<file path="config.mk">
export PLATFORM = sky130hd
export DESIGN_NAME = pipe_ctrl
export DESIGN_NICKNAME = d
export VERILOG_FILES = /design/src/rtl/pipe_ctrl.sv
export SDC_FILE = /design/constraint.sdc
export NUM_CORES = 1
export LEC_CHECK = 0
export ABC_AREA = 1
export BUFFER_PORTS_ARGS = -buffer_cell sky130_fd_sc_hd__buf_2
export CORE_ASPECT_RATIO = 0.5
export CORE_MARGIN = 1
export CORE_UTILIZATION = 53
export CTS_BUF_LIST = sky130_fd_sc_hd__clkbuf_8
export CTS_CLUSTER_DIAMETER = 80
export DETAILED_ROUTE_END_ITERATION = 10
export GPL_ROUTABILITY_DRIVEN = 0
export PLACE_DENSITY = 0.85
export SLEW_MARGIN = 20
export SYNTH_ARGS = -nofsm -noshare
export SYNTH_HDL_FRONTEND = slang
export SYNTH_SLANG_ARGS = --single-unit
</file>
<file path="constraint.sdc">
create_clock -name clk -period 2.36 [get_ports clk]
set_input_delay 0.59 -clock clk [delete_from_list [all_inputs] [get_ports clk]]
set_output_delay 0.59 -clock clk [all_outputs]
set_load 0.02 [all_outputs]
</file>
<file path="src/rtl/pipe_ctrl.sv">
// pipe_ctrl: hazard and stall controller for a five-stage in-order pipeline.
//
// Decides each cycle which stage registers advance (en_f..en_w) and which
// pipeline registers are loaded with a bubble (flush_d, flush_e). It handles
// data-memory stalls with a timeout that halts the core, taken-branch
// redirects with a one-cycle fetch bubble, and load-use hazards.
//
// Ports
//   clk, rst                 clock, synchronous active-high reset
//   rs1_d, rs2_d             decode-stage source registers
//   rs1_need, rs2_need       decode instruction actually reads rs1 / rs2
//   rd_e, reg_we_e, wb_ctr_e EX-stage destination, write enable, writeback select (2'b01 = load)
//   branch_taken_e           EX resolved a taken branch/jump
//   dmem_req, dmem_ack       data-memory handshake (see below)
//   en_f..en_w               stage-register enables
//   flush_d, flush_e         load a bubble into the D / E register at the edge
//   mem_err                  one-cycle pulse on entry to HALT after a memory timeout
//   halted                   controller is in HALT
//   stall_cnt                saturating count of cycles with en_d = 0
//   state_dbg                current FSM state (RUN=0, MEM_WAIT=1, REDIRECT=2, HALT=3)
//
// Memory handshake: dmem_req is held high by the MEM stage for the whole
// access; the access completes in the cycle where dmem_req and dmem_ack are
// both high. Any cycle with dmem_req=1 and dmem_ack=0 freezes the pipeline.
module pipe_ctrl #(
    parameter int TIMEOUT   = 16,
    parameter int CNT_WIDTH = 16
) (
    input  logic                 clk,
    input  logic                 rst,
    input  logic [4:0]           rs1_d,
    input  logic [4:0]           rs2_d,
    input  logic                 rs1_need,
    input  logic                 rs2_need,
    input  logic [4:0]           rd_e,
    input  logic                 reg_we_e,
    input  logic [1:0]           wb_ctr_e,
    input  logic                 branch_taken_e,
    input  logic                 dmem_req,
    input  logic                 dmem_ack,
    output logic                 en_f,
    output logic                 en_d,
    output logic                 en_e,
    output logic                 en_m,
    output logic                 en_w,
    output logic                 flush_d,
    output logic                 flush_e,
    output logic                 mem_err,
    output logic                 halted,
    output logic [CNT_WIDTH-1:0] stall_cnt,
    output logic [1:0]           state_dbg
);

    localparam int WAIT_W = (TIMEOUT > 2) ? $clog2(TIMEOUT) : 1;
    localparam logic [WAIT_W-1:0] WAIT_MAX = WAIT_W'(TIMEOUT - 1);

    typedef enum logic [1:0] {
        RUN      = 2'd0,
        MEM_WAIT = 2'd1,
        REDIRECT = 2'd2,
        HALT     = 2'd3
    } state_t;

    state_t            state, next_state;
    logic [WAIT_W-1:0] wait_cnt, next_wait;

    logic memstall;
    logic loaduse;
    logic resolve;      // normal RUN decision applies this cycle
    logic bubble;       // REDIRECT fetch bubble proceeds this cycle

    assign memstall = dmem_req & ~dmem_ack;
    assign loaduse  = reg_we_e & (wb_ctr_e == 2'b01) & (rd_e != 5'd0) &
                      ((rs1_need & (rs1_d == rd_e)) | (rs2_need & (rs2_d == rd_e)));

    // MEM_WAIT with an ack behaves exactly like an unstalled RUN cycle.
    assign resolve = ((state == RUN) & ~memstall) | ((state == MEM_WAIT) & dmem_ack);
    assign bubble  = (state == REDIRECT) & ~memstall;

    assign state_dbg = state;

    // ---------------------------------------------------------------
    // State register, wait counter, error pulse, stall counter
    // ---------------------------------------------------------------
    always_ff @(posedge clk) begin
        if (rst) begin
            state     <= RUN;
            wait_cnt  <= '0;
            mem_err   <= 1'b0;
            stall_cnt <= '0;
        end else begin
            state    <= next_state;
            wait_cnt <= next_wait;
            mem_err  <= (state != HALT) & (next_state == HALT);
            if (!en_d && (stall_cnt != {CNT_WIDTH{1'b1}})) begin
                stall_cnt <= stall_cnt + 1'b1;
            end
        end
    end

    // ---------------------------------------------------------------
    // Next-state logic
    // ---------------------------------------------------------------
    always_comb begin
        next_state = state;
        next_wait  = wait_cnt;
        if (resolve) begin
            next_wait  = '0;
            next_state = branch_taken_e ? REDIRECT : RUN;
        end else if (bubble) begin
            next_wait  = '0;
            next_state = RUN;
        end else begin
            case (state)
                RUN: begin
                    // memstall in RUN: first frozen cycle already spent
                    next_state = MEM_WAIT;
                    next_wait  = WAIT_W'(1);
                end
                MEM_WAIT, REDIRECT: begin
                    if (wait_cnt >= WAIT_MAX) begin
                        next_state = HALT;
                    end else begin
                        next_wait = wait_cnt + 1'b1;
                    end
                end
                default: next_state = HALT;
            endcase
        end
    end

    // ---------------------------------------------------------------
    // Output logic
    // ---------------------------------------------------------------
    always_comb begin
        en_f    = 1'b0;
        en_d    = 1'b0;
        en_e    = 1'b0;
        en_m    = 1'b0;
        en_w    = 1'b0;
        flush_d = 1'b0;
        flush_e = 1'b0;
        halted  = 1'b0;
        if (!rst) begin
            halted = (state == HALT);
            if (resolve) begin
                en_e = 1'b1;
                en_m = 1'b1;
                en_w = 1'b1;
                if (branch_taken_e) begin
                    // redirect kills both the fetched and the decoded instruction
                    en_f    = 1'b1;
                    en_d    = 1'b1;
                    flush_d = 1'b1;
                    flush_e = 1'b1;
                end else if (loaduse) begin
                    // hold F/D, insert a bubble into EX
                    flush_e = 1'b1;
                end else begin
                    en_f = 1'b1;
                    en_d = 1'b1;
                end
            end else if (bubble) begin
                // fetch latency after redirect: the D register gets a bubble
                en_f    = 1'b1;
                en_d    = 1'b1;
                en_e    = 1'b1;
                en_m    = 1'b1;
                en_w    = 1'b1;
                flush_d = 1'b1;
            end
        end
    end

endmodule

</file>
==> impl_metrics.sql, run 1 <==
INSERT INTO impl_metrics (metric_group, metric, value, unit) VALUES
('sta', 'clock.fmax', '439', 'MHz'),
('critical_path', 'worst-setup-path-type', 'register to output pin', ''),
('route', 'wl', '4230', 'µm'),
('clock_tree', 'cts-root-buf', 'sky130_fd_sc_hd__clkbuf_8', ''),
('die', 'floorplan.die_area', '3550', 'µm²'),
('critical_path', 'startpoint', 'state_dbg[1]$_SDFF_PP0_', ''),
('worst_hold_path', 'hold_path_startpoint', 'wait_cnt[1]$_SDFFE_PP0P_', ''),
('sta', 'relSlewSlack', '71.5', '%'),
('pwr', 'cellInternalPower', '0.885', 'mW'),
('critical_path', 'critical_path.startpoint_type', 'register', ''),
('global_routing', 'grt-ovfl-total', '0', ''),
('critical_path', 'r2r_cell_count', '10', ''),
('critical_path', 'critical_path.most_common_cell', 'sky130_fd_sc_hd__inv_2', ''),
('global_routing', 'antenna_found_initial', '0', ''),
('final_layout', 'num-nets-final', '354', ''),
('logic_synthesis', 'synth-adder-area-share', '5.01', '%'),
('sta', 'finalCritPeriodShare', '96.5', '%'),
('critical_path', 'worstPathArrival', '1.69', 'ns'),
('global_routing', 'grt_use_total', '24.1', '%'),
('logic_synthesis', 'synth-edff-count', '0', ''),
('logic_synthesis', 'synth_top_family_by_area', 'simple AND/OR/NAND/NOR gates', ''),
('pwr', 'cellLeakagePower', '1.04', 'nW'),
('final_layout', 'footprint_of_the_multi_input_gates', '1130', 'µm²'),
('logic_synthesis', 'syn-num-nets', '302', ''),
('critical_path', 'cp_data_required_time', '1.77', 'ns'),
('critical_path', 'worst_r2r_start', 'stall_cnt[0]$_SDFFE_PP0P_', ''),
('pwr', 'switching_power', '0.789', 'mW'),
('logic_synthesis', 'synthXorXnorAreaFrac', '6.01', '%'),
('critical_path', 'critical_path.max_stage_delay', '0.37', 'ns'),
('critical_path', 'crit_path_end', 'en_e', ''),
('global_routing', 'first_global_vias', '1639', ''),
('sta', 'final_hold_viol_count', '0', ''),
('logic_synthesis', 'yosys.cell_types.count', '31', ''),
('final_layout', 'seqCellArea', '465', 'µm²'),
('die', 'initial_core_util', '57.1', '%'),
('die', 'io_pins', '52', ''),
('sta', 'worst-slew-pin-transition', '0.427', 'ns'),
('pwr', 'p_seq_share', '29.9', '%'),
('sta', 'final-setup-viol-count', '0', ''),
('pwr', 'clock_power_share', '14.6', '%'),
('clock_tree', 'postCtsHoldBufs', '0', ''),
('final_layout', 'finish.instance_area', '2140', 'µm²'),
('logic_synthesis', 'yosys_warnings', '0', ''),
('route', 'route.layer.met1.wl', '1890', 'µm'),
('die', 'fp.dieW', '83.2', 'µm'),
('critical_path', 'ff2ff_setup_slack', '0.38', 'ns'),
('die', 'placement_rows', '14', ''),
('sta', 'fin_setup_tns', '0', 'ns'),
('final_layout', 'final.fill_count', '252', ''),
('logic_synthesis', 'synth-simple-area-share', '40.3', '%'),
('pwr', 'power_density_cells', '781', 'nW/µm²'),
('sta', 'period_minus_ws_final', '2.28', 'ns'),
('logic_synthesis', 'synth.yosys.seq_area_share', '26.3', '%'),
('die', 'core_area', '3070', 'µm²'),
('route', 'postRouteAntennaNets', '0', ''),
('pwr', 'ir_worst_vdd', '0.679', 'mV'),
('run_status', 'status', 'finished clean', ''),
('place', 'port-buffer-count', '51', ''),
('clock_tree', 'cts_made_buffers', '3', ''),
('sta', 'finClkSkew', '0.00855', 'ns'),
('place', 'placed_area', '2060', 'µm²'),
('die', 'dieHeight', '42.6', 'µm'),
('logic_synthesis', 'synth_compound_area_share', '10.9', '%'),
('global_routing', 'grt_start_max_net_pins', '18', ''),
('final_layout', 'layout.core_utilization', '69.9', '%'),
('sta', 'rsz_0062_raised_after_global_routing', 'yes', ''),
('final_layout', 'area_growth_syn_to_layout', '22.5', '%'),
('logic_synthesis', 'netlist_instances', '270', ''),
('logic_synthesis', 'ys_async_sr_fraction', '0', '%'),
('route', 'drt-initial-drc-count', '195', ''),
('logic_synthesis', 'ys_dominant_reg_cell', 'sky130_fd_sc_hd__dfxtp_1', '');
cells in the mapped netlist, types with 2 or more instances:
cell	count	share of area (%)
sky130_fd_sc_hd__a21oi_1	13	3.7
sky130_fd_sc_hd__a21oi_2	10	5.0
sky130_fd_sc_hd__buf_2	2	0.57
sky130_fd_sc_hd__buf_4	3	1.3
sky130_fd_sc_hd__clkbuf_1	2	0.43
sky130_fd_sc_hd__dfxtp_1	23	26
sky130_fd_sc_hd__ha_1	7	5.0
sky130_fd_sc_hd__inv_1	31	6.7
sky130_fd_sc_hd__inv_2	8	1.7
sky130_fd_sc_hd__nand2_1	77	17
sky130_fd_sc_hd__nand2_2	4	1.4
sky130_fd_sc_hd__nand3_1	10	2.9
sky130_fd_sc_hd__nand3_4	2	2.0
sky130_fd_sc_hd__nand4_1	18	6.4
sky130_fd_sc_hd__nor2_1	29	6.2
sky130_fd_sc_hd__nor3_1	4	1.1
sky130_fd_sc_hd__o21ai_0	3	0.86
sky130_fd_sc_hd__xnor2_1	5	2.5
sky130_fd_sc_hd__xor2_1	7	3.5
cell type report:
class                   count  area share, %
multi-input cells         199           53.0
flip-flops and latches     23           21.7
repair buffers             56           13.9
inverters                  39           6.95
well taps                  40           2.34
clock buffers               3           1.93
clock inverters             1          0.175
cell families (layout without fill, tap and decap cells):
family	count (synthesis)	count (layout)
DFF	23	23
and+or+nand+nor	151	151
adders and majority gates	7	7
buffers and inverters	48	99
AOI/OAI and AO/OA	29	29
xor gates and xnor gates	12	12
critical path: cells and delay by family (launching register included):
kind	cells	cell delay [ns]
flops	1	0.37
buf+inv	5	0.48
compound gates	1	0.17
fa+ha+maj	1	0.13
simple gates	3	0.27
worst min path at each step:
stage / depth (start not counted) / slack (ns) / to
floorplan: 2 / 0.45 / wait_cnt[1]$_SDFFE_PP0P_
global placement: 2 / 0.47 / wait_cnt[1]$_SDFFE_PP0P_
detailed placement: 2 / 0.47 / stall_cnt[13]$_SDFFE_PP0P_
CTS: 2 / 0.48 / stall_cnt[13]$_SDFFE_PP0P_
global route: 2 / 0.50 / stall_cnt[13]$_SDFFE_PP0P_
finish: 2 / 0.49 / wait_cnt[1]$_SDFFE_PP0P_
stage by stage:
step | std cells | hold slack, ns | worst slack, ns
global route | 361 | 0.500 | -0.0203
detailed placement | 356 | 0.470 | 0.115
CTS | 360 | 0.484 | -0.0181
global placement | 356 | 0.470 | 0.115
finish | 361 | 0.486 | 0.0830
floorplan | 270 | 0.453 | 0.0166
what timing repair did:
item / in CTS / in global routing
resized for setup: 0 / 10
endpoints found under the setup margin: 2 / 7
buffers inserted: 0 / 1
pin swaps: 0 / 2
placed cells by master, fill, tap and decap left out, types with 2 or more instances in the layout:
cell type	instances
sky130_fd_sc_hd__nor2_1	29
sky130_fd_sc_hd__nor2_4	2
sky130_fd_sc_hd__nand2_4	3
sky130_fd_sc_hd__xnor2_1	5
sky130_fd_sc_hd__nand3_4	2
sky130_fd_sc_hd__nand2_1	76
sky130_fd_sc_hd__a21oi_2	9
sky130_fd_sc_hd__clkbuf_8	3
sky130_fd_sc_hd__ha_1	6
sky130_fd_sc_hd__nand2_2	2
sky130_fd_sc_hd__inv_1	30
sky130_fd_sc_hd__nand3_1	10
sky130_fd_sc_hd__dfxtp_1	21
sky130_fd_sc_hd__nand4_1	18
sky130_fd_sc_hd__buf_4	7
sky130_fd_sc_hd__a21oi_1	13
sky130_fd_sc_hd__xor2_1	7
sky130_fd_sc_hd__nor3_1	4
sky130_fd_sc_hd__inv_2	9
sky130_fd_sc_hd__o21ai_0	3
sky130_fd_sc_hd__buf_2	49
registers in the layout, indices dropped and copies added, names as in the netlist:
| signal | cells |
|---|---|
| mem_err | 1 |
| stall_cnt | 16 |
| state_dbg | 2 |
| wait_cnt | 4 |
layer usage:
| layer | up-vias | track usage (%) |
|---|---|---|
| met5 | - | 0 |
| li1 | 969 | - |
| met1 | 880 | 30.5 |
| met2 | 96 | 43.1 |
| met3 | 8 | 4.72 |
| met4 | 0 | 4.83 |
power groups by stage:
stage               clock network, mW  logic (mW)  registers, mW
global placement                    0       0.826          0.495
floorplan                           0       0.621          0.536
detailed placement                  0       0.847          0.497
finish                          0.244       0.929          0.500
CTS                             0.246       0.849          0.489
global route                    0.262        1.01          0.510
Power figures use the tool's default switching activity.
==> inputs of run 2 (changes only) <==
--- a/config.mk
+++ b/config.mk
@@ -10,10 +10,10 @@
 export CORE_ASPECT_RATIO = 0.5
 export CORE_MARGIN = 1
-export CORE_UTILIZATION = 53
+export CORE_UTILIZATION = 45
 export CTS_BUF_LIST = sky130_fd_sc_hd__clkbuf_8
 export CTS_CLUSTER_DIAMETER = 80
 export DETAILED_ROUTE_END_ITERATION = 10
 export GPL_ROUTABILITY_DRIVEN = 0
-export PLACE_DENSITY = 0.85
+export PLACE_DENSITY = 0.74
 export SLEW_MARGIN = 20
 export SYNTH_ARGS = -nofsm -noshare
==> constraint.sdc (replaced) <==
create_clock -name clk -period 2.36 [get_ports clk]
set_input_delay 0.118 -clock clk [delete_from_list [all_inputs] [get_ports clk]]
set_output_delay 0.118 -clock clk [all_outputs]
set_load 0.02 [all_outputs]
==> run 2 against run 1 <==
Against the previous run: flip-flop and latch count did not move; sequential share of layout area rose by 0.59 points; cell area fell by 3.7%; global-route usage fell by 3.8 points; largest cell class unchanged.
==> impl_metrics.sql, run 2 (synthesis gave the netlist of run 1 again) <==
INSERT INTO impl_metrics (metric_group, metric, value, unit) VALUES
('run_status', 'status', 'finished clean', ''),
('route', 'wl_per_cell', '10.8', 'µm'),
('route', 'via_count', '1814', ''),
('sta', 'worst-slew-pin-transition', '0.479', 'ns'),
('critical_path', 'crit_path_top_delay_cell', 'sky130_fd_sc_hd__dfxtp_1', ''),
('critical_path', 'worst_r2r_start', 'state_dbg[0]$_SDFF_PP0_', ''),
('route', 'wl', '3960', 'µm'),
('final_layout', 'num-nets-final', '349', ''),
('global_routing', 'antenna_found_initial', '0', ''),
('critical_path', 'critical_path.max_stage_delay', '0.35', 'ns'),
('pwr', 'switching_power', '0.726', 'mW'),
('die', 'dieHeight', '46.1', 'µm'),
('final_layout', 'most-common-layout-cells', 'sky130_fd_sc_hd__nand2_1, sky130_fd_sc_hd__buf_2, sky130_fd_sc_hd__inv_1, sky130_fd_sc_hd__nor2_1, sky130_fd_sc_hd__dfxtp_1', ''),
('pwr', 'cellInternalPower', '0.793', 'mW'),
('place', 'hpwl', '3080', 'µm'),
('final_layout', 'area_growth_syn_to_layout', '18.0', '%'),
('clock_tree', 'cts.sink_count', '23', ''),
('final_layout', 'seqCellArea', '460', 'µm²'),
('clock_tree', 'cts_made_buffers', '3', ''),
('route', 'drt-initial-drc-count', '87', ''),
('final_layout', 'footprint_of_the_multi_input_gates', '1090', 'µm²'),
('route', 'drtPass1Iterations', '5', ''),
('route', 'postRouteAntennaNets', '0', ''),
('clock_tree', 'post-cts-setup-buffers', '0', ''),
('final_layout', 'largest_reg_flops', '16', ''),
('clock_tree', 'worst_skew_pair.late_latency', '0.27', 'ns'),
('pwr', 'power.switching_fraction', '47.8', '%'),
('critical_path', 'cp_max_fo', '18', ''),
('critical_path', 'ff2ff_setup_slack', '0.34', 'ns'),
('route', 'vias_per_cell', '4.94', ''),
('final_layout', 'final.fill_count', '362', ''),
('sta', 'finClkSkew', '0.00911', 'ns'),
('place', 'port-buffer-count', '51', ''),
('pwr', 'fraction_of_power_consumed_by_combinational_cells', '51.8', '%'),
('critical_path', 'path_cells', 'inv_1, ha_1, inv_2, a21oi_2, inv_2, nand2_2, nand3_2, nand2_1, buf_2', ''),
('pwr', 'clock_power_share', '16.4', '%'),
('final_layout', 'regMostFlops', 'stall_cnt', ''),
('clock_tree', 'path_clk_slew', '0.08', 'ns'),
('worst_hold_path', 'hold_path.class', 'primary input to register', ''),
('critical_path', 'critical_path.startpoint_type', 'register', ''),
('route', 'route.detailed.drc', '0', ''),
('clock_tree', 'ctsLongestPathBuffers', '2', ''),
('critical_path', 'critical_path.most_common_cell', 'sky130_fd_sc_hd__inv_2', ''),
('pwr', 'p_seq_share', '31.8', '%'),
('sta', 'rsz_0062_raised_after_global_routing', 'no', ''),
('final_layout', 'commonest_non_fill_non_tap_cell_in_the_layout', 'sky130_fd_sc_hd__nand2_1', ''),
('clock_tree', 'tritoncts', 'built', ''),
('die', 'io_pins', '52', ''),
('sta', 'period_minus_ws_final', '2.16', 'ns'),
('pwr', 'cellLeakagePower', '1.00', 'nW'),
('die', 'fp.dieW', '90.2', 'µm'),
('die', 'placement_rows', '15', ''),
('clock_tree', 'cts-root-buf', 'sky130_fd_sc_hd__clkbuf_8', ''),
('flow_run', 'max-cap-violations', '0', ''),
('final_layout', 'num_antenna_cells', '0', ''),
('global_routing', 'grt_start_max_net_pins', '22', ''),
('final_layout', 'layout_cell_share_with_drive_strength_beyond_1', '25.9', '%'),
('die', 'core_area', '3570', 'µm²'),
('sta', 'finalCritPeriodShare', '91.5', '%'),
('critical_path', 'critPathCaptureType', 'output pin', ''),
('critical_path', 'r2r_cell_count', '10', ''),
('global_routing', 'grt-ovfl-total', '0', ''),
('pwr', 'ir_worst_vdd', '0.309', 'mV'),
('die', 'initial_core_util', '49.1', '%'),
('global_routing', 'grt_use_total', '20.3', '%'),
('die', 'floorplan.die_area', '4160', 'µm²'),
('critical_path', 'worst-setup-path-type', 'register to output pin', ''),
('final_layout', 'layout.core_utilization', '57.9', '%'),
('sta', 'final_hold_viol_count', '0', ''),
('sta', 'fin_setup_tns', '0', 'ns'),
('pwr', 'power_density_cells', '736', 'nW/µm²'),
('global_routing', 'grt_pass1_wl', '6790', 'µm'),
('critical_path', 'worstPathArrival', '2.04', 'ns'),
('sta', 'final-setup-viol-count', '0', ''),
('clock_tree', 'count_of_h_tree_levels_built_during_cts', '1', ''),
('critical_path', 'regToRegEndpoint', 'stall_cnt[3]$_SDFFE_PP0P_', ''),
('worst_hold_path', 'whs_path_depth', '5', ''),
('sta', 'report.final.slew_viol_count', '0', ''),
('global_routing', 'first_global_vias', '1603', ''),
('worst_hold_path', 'hold_path_sink', 'state_dbg[1]$_SDFF_PP0_', ''),
('worst_hold_path', 'hold_path_startpoint', 'branch_taken_e', ''),
('critical_path', 'cp_data_required_time', '2.24', 'ns'),
('sta', 'clock.fmax', '463', 'MHz'),
('sta', 'relSlewSlack', '68.1', '%');
run 2: cell types whose count changed in the layout (fill, tap and decap cells not counted), moves of 2 or more:
cell,previous run,this run
sky130_fd_sc_hd__buf_2,49,51
sky130_fd_sc_hd__buf_4,7,0
sky130_fd_sc_hd__dfxtp_1,21,23
sky130_fd_sc_hd__inv_1,30,32
sky130_fd_sc_hd__nand2_4,3,1
run 2: timing repair:
action,CTS,global route
resized for setup,0,1
endpoints found under the hold margin,0,0
endpoints found under the setup margin,0,2
hold buffers,0,0
run 2: routing by layer:
metal  routed length [µm]  GRT usage [%]
met4                   29           4.84
met3                  247           4.29
met1                 1790           23.3
met2                 1880           40.5
met5                    0              0
run 2: worst max-delay path: cells and delay by family (launching register included):
kind / cells / cell delay (ns)
simple gates: 3 / 0.64
flops: 1 / 0.35
fa+ha+maj: 1 / 0.19
compound gates: 1 / 0.20
buf+inv: 4 / 0.40
run 2: area by class of cell:
type	count	area share (%)
multi-input cells	199	52.9
flip-flops and latches	23	22.3
repair buffers	51	12.4
inverters	39	7.10
well taps	51	3.09
clock buffers	3	2.00
clock inverters	1	0.182
run 2: power groups by stage:
stage          clock network (mW)  logic (mW)  registers, mW
2_1_floorplan                   0       0.580          0.532
3_3_place_gp                    0       0.758          0.490
3_5_place_dp                    0       0.776          0.493
4_1_cts                     0.258       0.779          0.484
5_1_grt                     0.271       0.874          0.494
6_report                    0.249       0.786          0.483
run 2: worst max-delay path by stage:
| stage | from | end | slack [ns] | cells after the start |
|---|---|---|---|---|
| floorplan | state_dbg[0]$_SDFF_PP0_ | en_f | 0.15 | 11 |
| global placement | state_dbg[1]$_SDFF_PP0_ | stall_cnt[0]$_SDFFE_PP0P_ | 0.46 | 13 |
| detailed placement | state_dbg[1]$_SDFF_PP0_ | stall_cnt[9]$_SDFFE_PP0P_ | 0.36 | 12 |
| CTS | state_dbg[1]$_SDFF_PP0_ | en_f | 0.14 | 11 |
| global route | state_dbg[0]$_SDFF_PP0_ | en_d | 0.003 | 9 |
| finish | state_dbg[0]$_SDFF_PP0_ | en_f | 0.20 | 9 |
run 2: per-stage QoR:
stage	setup WS, ns	cells	hold slack (ns)	power (mW)	instance area, µm²
floorplan	0.152	270	0.296	1.11	1750
global placement	0.460	363	0.472	1.25	2010
detailed placement	0.359	363	0.483	1.27	2010
CTS	0.140	367	0.243	1.52	2060
global route	0.00273	367	0.288	1.64	2060
finish	0.200	367	0.248	1.52	2060
==> inputs of run 3 (changes only) <==
- CORE_UTILIZATION: 45 -> 53
- CTS_CLUSTER_SIZE: default -> 16
- PLACE_DENSITY: 0.74 -> 0.85
==> run 3 against run 2 <==
Against the previous run: register-to-register slack got worse by 0.03 ns; flip-flop and latch count is the same; clock power barely moved; sequential share of layout area rose by 0.15 points; die area is 15% lower; critical path depth unchanged; core utilization rose by 9.0 points; critical path type unchanged.
==> impl_metrics.sql, run 3 (synthesis gave the netlist of run 1 again) <==
INSERT INTO impl_metrics (metric_group, metric, value, unit) VALUES
('clock_tree', 'cts.sink_count', '23', ''),
('critical_path', 'cp_data_required_time', '2.24', 'ns'),
('critical_path', 'critical_path.max_stage_delay', '0.35', 'ns'),
('pwr', 'cellLeakagePower', '1.00', 'nW'),
('final_layout', 'num-nets-final', '349', ''),
('critical_path', 'ff2ff_setup_slack', '0.31', 'ns'),
('route', 'drtPass1Iterations', '4', ''),
('global_routing', 'antenna_found_initial', '0', ''),
('final_layout', 'num_antenna_cells', '0', ''),
('global_routing', 'grt_pass1_wl', '6620', 'µm'),
('final_layout', 'most-common-layout-cells', 'sky130_fd_sc_hd__nand2_1, sky130_fd_sc_hd__buf_2, sky130_fd_sc_hd__inv_1, sky130_fd_sc_hd__nor2_1, sky130_fd_sc_hd__dfxtp_1', ''),
('run_status', 'status', 'finished clean', ''),
('critical_path', 'crit_path_top_delay_cell', 'sky130_fd_sc_hd__dfxtp_1', ''),
('clock_tree', 'cts.repair.resized', '0', ''),
('pwr', 'ir_worst_vdd', '0.438', 'mV'),
('clock_tree', 'cts-root-buf', 'sky130_fd_sc_hd__clkbuf_8', ''),
('pwr', 'power.switching_fraction', '47.6', '%'),
('route', 'met3WireLength', '231', 'µm'),
('sta', 'finClkSkew', '0.00446', 'ns'),
('clock_tree', 'count_of_h_tree_levels_built_during_cts', '1', ''),
('clock_tree', 'worst_skew_pair.late_latency', '0.27', 'ns'),
('critical_path', 'worst_r2r_start', 'state_dbg[1]$_SDFF_PP0_', ''),
('sta', 'final_hold_viol_count', '0', ''),
('critical_path', 'cp_max_fo', '18', ''),
('critical_path', 'worst-setup-path-type', 'register to output pin', ''),
('sta', 'fin_setup_tns', '0', 'ns'),
('sta', 'clock.fmax', '462', 'MHz'),
('critical_path', 'path_cells', 'inv_1, ha_1, inv_2, a21oi_2, inv_2, nand2_2, nand3_2, nand2_1, buf_2', ''),
('critical_path', 'startpoint', 'state_dbg[1]$_SDFF_PP0_', ''),
('pwr', 'power_density_cells', '739', 'nW/µm²'),
('global_routing', 'grt_start_max_net_pins', '22', ''),
('sta', 'final-setup-viol-count', '0', ''),
('sta', 'final_critical_path_setup_slack', '0.193', 'ns'),
('place', 'placement.setup.worst_slack', '0.346', 'ns'),
('pwr', 'fraction_of_power_consumed_by_combinational_cells', '51.8', '%'),
('clock_tree', 'cts_made_buffers', '3', ''),
('sta', 'relSlewSlack', '67.1', '%'),
('critical_path', 'cp_top_family', 'simple AND/OR/NAND/NOR gates', ''),
('final_layout', 'stdcell_count', '356', ''),
('pwr', 'clock_power_share', '16.4', '%'),
('flow_run', 'max-cap-violations', '0', ''),
('worst_hold_path', 'hold_path.class', 'primary input to register', ''),
('critical_path', 'critPathCaptureType', 'output pin', ''),
('sta', 'worst-slew-pin-transition', '0.493', 'ns'),
('final_layout', 'regMostFlops', 'stall_cnt', ''),
('pwr', 'p_seq_share', '31.9', '%'),
('place', 'placed_cells', '352', ''),
('clock_tree', 'tritoncts', 'built', ''),
('final_layout', 'footprint_of_the_multi_input_gates', '1090', 'µm²'),
('route', 'postRouteAntennaNets', '0', ''),
('clock_tree', 'post-cts-setup-buffers', '0', ''),
('final_layout', 'final.fill_count', '272', ''),
('sta', 'finalCritPeriodShare', '91.8', '%'),
('final_layout', 'finish.instance_area', '2050', 'µm²'),
('sta', 'rsz_0062_raised_after_global_routing', 'no', ''),
('route', 'via_count', '1828', ''),
('sta', 'period_minus_ws_final', '2.17', 'ns'),
('global_routing', 'first_global_vias', '1603', ''),
('critical_path', 'worstPathArrival', '2.05', 'ns'),
('final_layout', 'largest_reg_flops', '16', ''),
('route', 'route.layer.met1.wl', '1790', 'µm'),
('final_layout', 'layout.core_utilization', '66.9', '%'),
('critical_path', 'worst-path-buf-inv', '4', ''),
('global_routing', 'grt_use_total', '22.8', '%'),
('die', 'floorplan.die_area', '3550', 'µm²'),
('critical_path', 'critical_path.startpoint_type', 'register', ''),
('final_layout', 'seqCellArea', '460', 'µm²'),
('route', 'drt-initial-drc-count', '76', ''),
('route', 'dr_wl_met2', '1870', 'µm'),
('place', 'hpwl', '2970', 'µm'),
('die', 'io_pins', '52', ''),
('worst_hold_path', 'hold_path_startpoint', 'branch_taken_e', ''),
('die', 'fp.dieW', '83.2', 'µm'),
('die', 'placement_rows', '14', ''),
('clock_tree', 'postCtsHoldBufs', '0', ''),
('die', 'dieHeight', '42.6', 'µm'),
('place', 'placed_area', '2000', 'µm²'),
('die', 'core_area', '3070', 'µm²'),
('pwr', 'switching_power', '0.720', 'mW'),
('global_routing', 'grt-ovfl-total', '0', ''),
('clock_tree', 'path_clk_slew', '0.08', 'ns'),
('route', 'wl_per_cell', '11.1', 'µm'),
('place', 'port-buffer-count', '51', ''),
('final_layout', 'area_growth_syn_to_layout', '17.2', '%'),
('sta', 'report.final.slew_viol_count', '0', ''),
('final_layout', 'commonest_non_fill_non_tap_cell_in_the_layout', 'sky130_fd_sc_hd__nand2_1', ''),
('pwr', 'cellInternalPower', '0.793', 'mW'),
('route', 'wl', '3940', 'µm'),
('route', 'route.detailed.drc', '0', ''),
('clock_tree', 'ctsLongestPathBuffers', '2', ''),
('route', 'vias_per_cell', '5.13', ''),
('final_layout', 'layout_cell_share_with_drive_strength_beyond_1', '25.9', '%'),
('critical_path', 'critical_path.most_common_cell', 'sky130_fd_sc_hd__inv_2', ''),
('die', 'initial_core_util', '57.1', '%'),
('route', 'maxUsedRoutingLayer', 'met4', '');
run 3: worst min-delay path: cells and delay by family:
family / cells / cell delay [ns]
AND/OR/NAND/NOR: 1 / 0.08
AO/OA/AOI/OAI: 1 / 0.07
buffers and inverters: 3 / 0.22
run 3: layout make-up:
| class | count | share of cell area [%] |
|---|---|---|
| clock inverter | 1 | 0.183 |
| inverter | 39 | 7.14 |
| clock buffer | 3 | 2.01 |
| timing repair buffer | 51 | 12.5 |
| multi-input combinational | 199 | 53.3 |
| tap | 40 | 2.44 |
| sequential | 23 | 22.5 |
run 3: metrics by stage:
step | total power, mW | hold WS (ns)
after CTS | 1.51 | 0.257
final | 1.51 | 0.259
after detailed placement | 1.27 | 0.478
after global placement | 1.24 | 0.470
after global routing | 1.63 | 0.300
after floorplan | 1.11 | 0.296
run 3: layer usage:
layer | track usage (%) | vias to the layer above
met5 | 0 | -
met4 | 6.21 | 0
met3 | 5.91 | 6
met2 | 40.8 | 63
met1 | 27.6 | 803
li1 | - | 956
run 3: path summary, 6_finish.rpt:
path,cells after the start,end
worst max-delay path,9,en_f
worst min register to register,2,wait_cnt[1]$_SDFFE_PP0P_
worst max register to register,10,stall_cnt[9]$_SDFFE_PP0P_
worst min-delay path,5,state_dbg[1]$_SDFF_PP0_
run 3: power by group through the flow:
stage / clock network [mW] / registers (mW) / logic [mW]
after floorplan: 0 / 0.532 / 0.580
after global placement: 0 / 0.489 / 0.752
after detailed placement: 0 / 0.492 / 0.773
after CTS: 0.254 / 0.483 / 0.778
after global routing: 0.267 / 0.493 / 0.873
final: 0.248 / 0.483 / 0.784
